<file path="src/rtl/dvsd_pe_seq_if.sv">
// dvsd_pe_seq_if: request/issue bus between event sources and dvsd_pe_seq
// Ports: en, flush, req[N], out_ready in to the encoder; out[W], out_valid, gs,
// eno, pend[N], drop back from it. master = source/consumer side, slave = encoder.
interface dvsd_pe_seq_if #(parameter int N = 8);
  localparam int W = $clog2(N);
  logic en, flush, out_ready, out_valid, gs, eno, drop;
  logic [N-1:0] req, pend;
  logic [W-1:0] out;
  modport master(output en, flush, req, out_ready, input out, out_valid, gs, eno, pend, drop);
  modport slave(input en, flush, req, out_ready, output out, out_valid, gs, eno, pend, drop);
endinterface

</file>
<file path="src/rtl/dvsd_pe_seq.sv">
// dvsd_pe_seq: sticky-request priority encoder issuing one index per valid/ready beat
// Ports: clk, rst (async, active high); bus (slave) carries en, flush, req,
// out_ready in and out, out_valid, gs, eno, pend, drop out.
module dvsd_pe_seq #(
  parameter int N = 8,
  parameter int MODE = 0
) (
  input logic clk,
  input logic rst,
  dvsd_pe_seq_if.slave bus
);
  localparam int W = $clog2(N);
  logic [N-1:0] pend_q, capt, cand, rot;
  logic [2*N-1:0] dbl;
  logic [W-1:0] out_q, rr_ptr, hi, lo, sel, nxt;
  logic [W:0] sum;
  logic valid_q, drop_q, load;
  assign capt = bus.en ? bus.req : '0;
  assign cand = pend_q | capt;
  assign load = ~valid_q | bus.out_ready;
  // Rotating by rr_ptr turns "first set bit at or above rr_ptr, wrapping" into a lowest-bit search.
  assign dbl = {cand, cand} >> rr_ptr;
  assign rot = dbl[N-1:0];
  always_comb begin
    hi = '0;
    lo = '0;
    for (int i = 0; i < N; i++) if (cand[i]) hi = W'(i);
    for (int i = N - 1; i >= 0; i--) if (rot[i]) lo = W'(i);
  end
  // Wrap the rotated offset back at N, not 2^W, so odd N never yields an out-of-range index.
  assign sum = {1'b0, rr_ptr} + {1'b0, lo};
  assign sel = (MODE == 0) ? hi : (sum >= (W+1)'(N)) ? W'(sum - (W+1)'(N)) : W'(sum);
  assign nxt = (sel == W'(N - 1)) ? '0 : sel + 1'b1;
  always_ff @(posedge clk or posedge rst) begin
    if (rst) begin
      out_q <= '0;
      valid_q <= 1'b0;
      pend_q <= '0;
      drop_q <= 1'b0;
      rr_ptr <= '0;
    end else if (bus.flush) begin
      pend_q <= '0;
      valid_q <= 1'b0;
      drop_q <= 1'b0;
    end else begin
      drop_q <= |(capt & pend_q);
      if (load && |cand) begin
        out_q <= sel;
        valid_q <= 1'b1;
        pend_q <= cand & ~({{(N-1){1'b0}}, 1'b1} << sel);
        if (MODE == 1) rr_ptr <= nxt;
      end else begin
        pend_q <= cand;
        if (load) valid_q <= 1'b0;
      end
    end
  end
  assign bus.out = out_q;
  assign bus.out_valid = valid_q;
  assign bus.gs = valid_q;
  assign bus.pend = pend_q;
  assign bus.drop = drop_q;
  assign bus.eno = bus.en & ~rst & ~valid_q & ~|pend_q;
endmodule

</file>
<file path="src/flat_wrapper.sv">
// flat-port wrapper written by rule: the top's interface ports become plain ports
module dvsd_pe_seq_flat 
#(
  parameter int N = 8,
  parameter int MODE = 0
)
  (clk, rst, bus_en, bus_flush, bus_req, bus_out_ready, bus_out, bus_out_valid, bus_gs, bus_eno, bus_pend, bus_drop);
  dvsd_pe_seq_if #(.N(N)) bus_i ();
  input logic clk;
  input logic rst;
  input wire logic [$bits(bus_i.en)-1:0] bus_en;
  input wire logic [$bits(bus_i.flush)-1:0] bus_flush;
  input wire logic [$bits(bus_i.req)-1:0] bus_req;
  input wire logic [$bits(bus_i.out_ready)-1:0] bus_out_ready;
  output wire logic [$bits(bus_i.out)-1:0] bus_out;
  output wire logic [$bits(bus_i.out_valid)-1:0] bus_out_valid;
  output wire logic [$bits(bus_i.gs)-1:0] bus_gs;
  output wire logic [$bits(bus_i.eno)-1:0] bus_eno;
  output wire logic [$bits(bus_i.pend)-1:0] bus_pend;
  output wire logic [$bits(bus_i.drop)-1:0] bus_drop;
  assign bus_i.en = bus_en;
  assign bus_i.flush = bus_flush;
  assign bus_i.req = bus_req;
  assign bus_i.out_ready = bus_out_ready;
  assign bus_out = bus_i.out;
  assign bus_out_valid = bus_i.out_valid;
  assign bus_gs = bus_i.gs;
  assign bus_eno = bus_i.eno;
  assign bus_pend = bus_i.pend;
  assign bus_drop = bus_i.drop;
  dvsd_pe_seq #(.N(N), .MODE(MODE)) u_core (.clk(clk), .rst(rst), .bus(bus_i));
endmodule
</file>
<file path="config.mk">
export PLATFORM = sky130hd
export DESIGN_NAME = dvsd_pe_seq_flat
export DESIGN_NICKNAME = d
export VERILOG_FILES = /design/src/rtl/dvsd_pe_seq_if.sv /design/src/rtl/dvsd_pe_seq.sv /design/src/flat_wrapper.sv
export SDC_FILE = /design/constraint.sdc
export NUM_CORES = 1
export LEC_CHECK = 0
export CORE_MARGIN = 2
export CORE_UTILIZATION = 45
export DETAILED_ROUTE_END_ITERATION = 7
export PLACE_DENSITY = 0.84
export SLEW_MARGIN = 20
export SYNTH_ARGS = -nofsm -noshare
export SYNTH_HDL_FRONTEND = slang
export SYNTH_SLANG_ARGS = --single-unit
</file>
<file path="constraint.sdc">
create_clock -name clk -period 5.22 [get_ports clk]
set_clock_uncertainty 0.2 [all_clocks]
set_input_delay 0.783 -clock clk [delete_from_list [all_inputs] [get_ports clk]]
set_output_delay 0.783 -clock clk [all_outputs]
set_load 0.05 [all_outputs]
</file>
After elaboration in Yosys (flattened, before gate mapping)
Index checks and enable logic that the tools add are counted.
- register bits: 13
- input bits: 13
- output and inout port bits: 15
- logic and storage cells: 37
- shift operators: 1
- muxes and demuxes: 14
- bitwise gates (word level): 11
- reduce and logical (&&, ||, !) cells: 7
- operators by type and width (operator ; count):
    two-way mux 8 bit ; 3
    OR reduction 8 bit ; 3
    bitwise AND 8 bit ; 2
    two-way mux 3 bit ; 4
    NOT 8 bit ; 1
    OR 8 bit ; 1
    left shift 1 x 3 -> 8 bit, first input constant ; 1
    two-way mux 1 bit ; 5
    two-way mux 2 bit ; 2
    bitwise AND 1 bit ; 3
    NOT 1 bit ; 3
    nonzero test 3 bit ; 1
    AND reduction 2 bit ; 1
    logical AND 1 bit ; 1
    zero test 1 bit ; 1
    OR 1 bit ; 1

Longest topological paths before layout
- depth in word-level cells: 14
- mapped depth: 5
- depth with buffers taken out: 4

Least setup slack after synthesis
OpenSTA, ideal clock, no wires.
- path type: register to output
- start: register u_core.pend_q[4] (netlist: u_core.bus.pend[4])
- end: output port bus_eno
- arrival: 2.590 ns
- data required time: 4.237 ns
- setup slack: 1.647 ns
- stages on the path, launching flop included: 4
- path buffers: 0
- path through: dfrtp_1 > nor2_2 > nand4_1 > nor4b_1
- cells in the longest elaborated chain, start to end: 3
- RTL lines (what ; line ; source):
    from (decl) ; dvsd_pe_seq.sv:13 ; logic [N-1:0] pend_q, capt, cand, rot;
    from (signal assigned) ; dvsd_pe_seq.sv:50 ; pend_q <= cand & ~({{(N-1){1'b0}}, 1'b1} << sel);
    from (signal assigned) ; dvsd_pe_seq.sv:53 ; pend_q <= cand;
    OR reduction 8 bit ; dvsd_pe_seq.sv:63 ; assign bus.eno = bus.en & ~rst & ~valid_q & ~|pend_q;
    zero test 1 bit ; dvsd_pe_seq.sv:63 ;
    bitwise AND 1 bit ; dvsd_pe_seq.sv:63 ;
    to (decl) ; flat_wrapper.sv:18 ; output wire logic [$bits(bus_i.eno)-1:0] bus_eno;
No other way between the ends.

Worst setup path after layout
- start: input port bus_en
- end: output port bus_eno
- cells in the longest elaborated chain, start to end: 3
- RTL lines (what ; line ; source):
    from (decl) ; flat_wrapper.sv:11 ; input wire logic [$bits(bus_i.en)-1:0] bus_en;
    bitwise AND 1 bit (3 in series) ; dvsd_pe_seq.sv:63 ;
No other way between the ends.

==> impl_metrics.tcl <==
set metrics [dict create \
    grt_antenna_before_repair 0 \
    cts_root_buf "clkbuf_4" \
    power_density_nw_per_um2 282 \
    ys_warn_count 0 \
    hp-class "flip-flop to flip-flop" \
    hold_violations 0 \
    min-delay-start "u_core.bus.out[0]" \
    syn_nets 92 \
    cts_buffers 3 \
    slew_headroom 0.644 \
    fin_tns_setup_ns 0 \
    cts_resized 0 \
    syn-cell-area_sq_um 802 \
    maxSlewViolCount 0 \
    reg2regPathDepth 4 \
    grt_pass1_wl_microns 3110 \
    die_y_microns 46.2 \
    intPower_uw 188 \
    drtIter0Drc 19 \
    p_seq_frac 0.381 \
    cts_htree_levels 1 \
    routed.top_layer "met4" \
    path_clk_slew_ns 0.07 \
    core_area_sq_um 1710 \
    ios 28 \
    num_antenna_cells 0 \
    place_congestion 0.861 \
    routedWlPerCell_microns 14.7 \
    crit_fanout 15 \
    cts.sinks 13 \
    grt_setup_unrepaired "no" \
    setup_viol 0 \
    setup_ws_ns 1.46 \
    nets 121 \
    status "complete, no violations" \
    vias_per_cell 5.73 \
    r2r-end "u_core.bus.out[0]" \
    hold_buffers 0 \
    max-cap-violations 0 \
    wl_met2_microns 872 \
    detail_route.wirelength_microns 1940 \
    yosysSeqAreaShare 0.406 \
    num_vias 757 \
    area_growth_pct 38.1 \
    rows 15 \
    hpwl_microns 1540 \
    post_cts.repair.setup_buffers 0 \
    rrSetupSlack_ns 3.34 \
    leakagePower_uw 0.000444 \
    wl_met3_microns 123 \
    gr-total-overflow 0 \
    worstMarginPinSlew_ns 0.532 \
    fp.dieW_microns 46.2 \
    syn_area_per_cell_sq_um 10.2 \
    hold_path_end "u_core.bus.out[0]" \
    antenna_left 0 \
    worstReg2RegStart "u_core.bus.pend[4]" \
    syn_inst 79 \
    clk_path_buf_depth 2 \
    pwr-share-clk 0.205 \
    combPwrFrac 0.414 \
    fmax_ghz 0.266 \
    grt_util_all_layers 0.205 \
    ys_ff_latch 13 \
    io_buffers 27 \
    fin_crit_sh 0.720 \
    swShare 0.399 \
    crit_arrival_ns 2.78 \
    switchingPower_uw 125 \
    startpoint_type "primary input" \
    drive_above_1_share 0.159 \
    wl_met1_microns 916 \
    yosysUniqueCellTypes 36 \
    ir_drop_uv 183 \
    period_needed_ns 3.76 \
    grt_pass1_vias 710 \
    dieArea_sq_um 2140 \
    drc 0 \
    cts_tree "built" \
    firstDrtPassIters 4 \
    pre_cts_ws_ns 1.49 \
    start_util 0.470 \
    grt_max_degree 16 \
    cp.required_ns 4.24 \
    critPathKind "primary input to output pin" \
    cp-end-kind "output pin" \
    min_path_cells 1 \
    insertion_delay_ns 0.29 \
]
-- power groups by stage --
stage | clock [uW] | sequential, uW | combinational (uW)
final | 64.2 | 119 | 129
after global placement | 0 | 120 | 128
after global routing | 68.4 | 120 | 138
after detailed placement | 0 | 121 | 129
after CTS | 64.5 | 119 | 130
after floorplan | 0 | 155 | 52.2
-- layer usage --
layer | vias up | track usage
met5 | - | 0
met4 | 0 | 0.0743
met3 | 5 | 0.0392
met2 | 27 | 0.322
met1 | 361 | 0.277
li1 | 364 | -
-- cell families after synthesis --
logic type,count (synthesis),synth area share
AO/OA/AOI/OAI,36,0.353
buffers and inverters,6,0.0421
flip-flops,13,0.406
multiplexers,1,0.0140
AND/OR/NAND/NOR,23,0.186
-- sequential cells by signal (all words and copies together), names as in the netlist --
register         flops
u_core.bus.out       3
u_core.bus.drop      1
u_core.bus.gs        1
u_core.bus.pend      8
-- Yosys cell counts (all sizes together) --
master / instances / share of area
dfrtp: 13 / 0.41
a21oi: 8 / 0.059
o21ai: 8 / 0.064
nor2: 7 / 0.039
nand2: 5 / 0.027
a22oi: 4 / 0.037
a211oi: 3 / 0.028
inv: 3 / 0.014
nand4: 3 / 0.042
nor3: 3 / 0.025
a21o: 2 / 0.019
a22o: 2 / 0.022
a311oi: 2 / 0.030
buf: 2 / 0.023
nor4b: 2 / 0.030
o21a: 2 / 0.019
o311a: 2 / 0.025
a31o: 1 / 0.011
and3: 1 / 0.0078
clkbuf: 1 / 0.0047
mux2: 1 / 0.014
nand2b: 1 / 0.0078
nor2b: 1 / 0.0078
o211a: 1 / 0.012
o31ai: 1 / 0.027
-- cell usage in the layout, fill, tap and decap left out, types with 2 or more instances in the layout --
master / instances
a21oi_1: 6
o21a_1: 2
nor3_1: 2
a21oi_2: 2
o21ai_1: 3
o21ai_0: 2
nor2_1: 5
o311a_1: 2
inv_1: 2
nand4_1: 2
a21o_1: 2
clkbuf_4: 3
o21ai_2: 3
dfrtp_1: 13
a22o_1: 2
clkdlybuf4s50_1: 27
a211oi_1: 3
nor2_2: 2
nand2_1: 4
a22oi_1: 4
-- worst max path at each step --
stage,cells after the start,start,endpoint
6_report,3,bus_en,bus_eno
5_1_grt,3,bus_en,bus_eno
4_1_cts,3,bus_en,bus_eno
3_5_place_dp,3,bus_en,bus_eno
3_3_place_gp,3,bus_en,bus_eno
2_1_floorplan,3,u_core.bus.pend[4],bus_eno
-- critical path, stage by stage --
cell             delay, ns
clkdlybuf4s50_1       0.80
nor4b_1               0.31
clkdlybuf4s50_1       0.87
-- through the flow --
stage / instance area, sq um / utilization / power, uW / hold slack, ns / cells
6_report: 1110 / 0.648 / 313 / 0.307 / 132
5_1_grt: 1110 / 0.648 / 327 / 0.333 / 132
4_1_cts: 1110 / 0.648 / 313 / 0.312 / 132
3_5_place_dp: 1080 / 0.633 / 250 / 0.290 / 128
3_3_place_gp: 1080 / 0.633 / 249 / 0.284 / 128
2_1_floorplan: 802 / - / 207 / 0.460 / 79
-- final cells by class --
| class | count | area, sq um |
|---|---|---|
| fillers | 137 | 601 |
| multi-input cells | 60 | 443 |
| flip-flops and latches | 13 | 325 |
| repair buffers | 27 | 270 |
| well taps | 25 | 31.3 |
| clock buffers | 4 | 26.3 |
| inverters | 3 | 11.3 |
No activity file was read; power rests on OpenSTA's default activity.
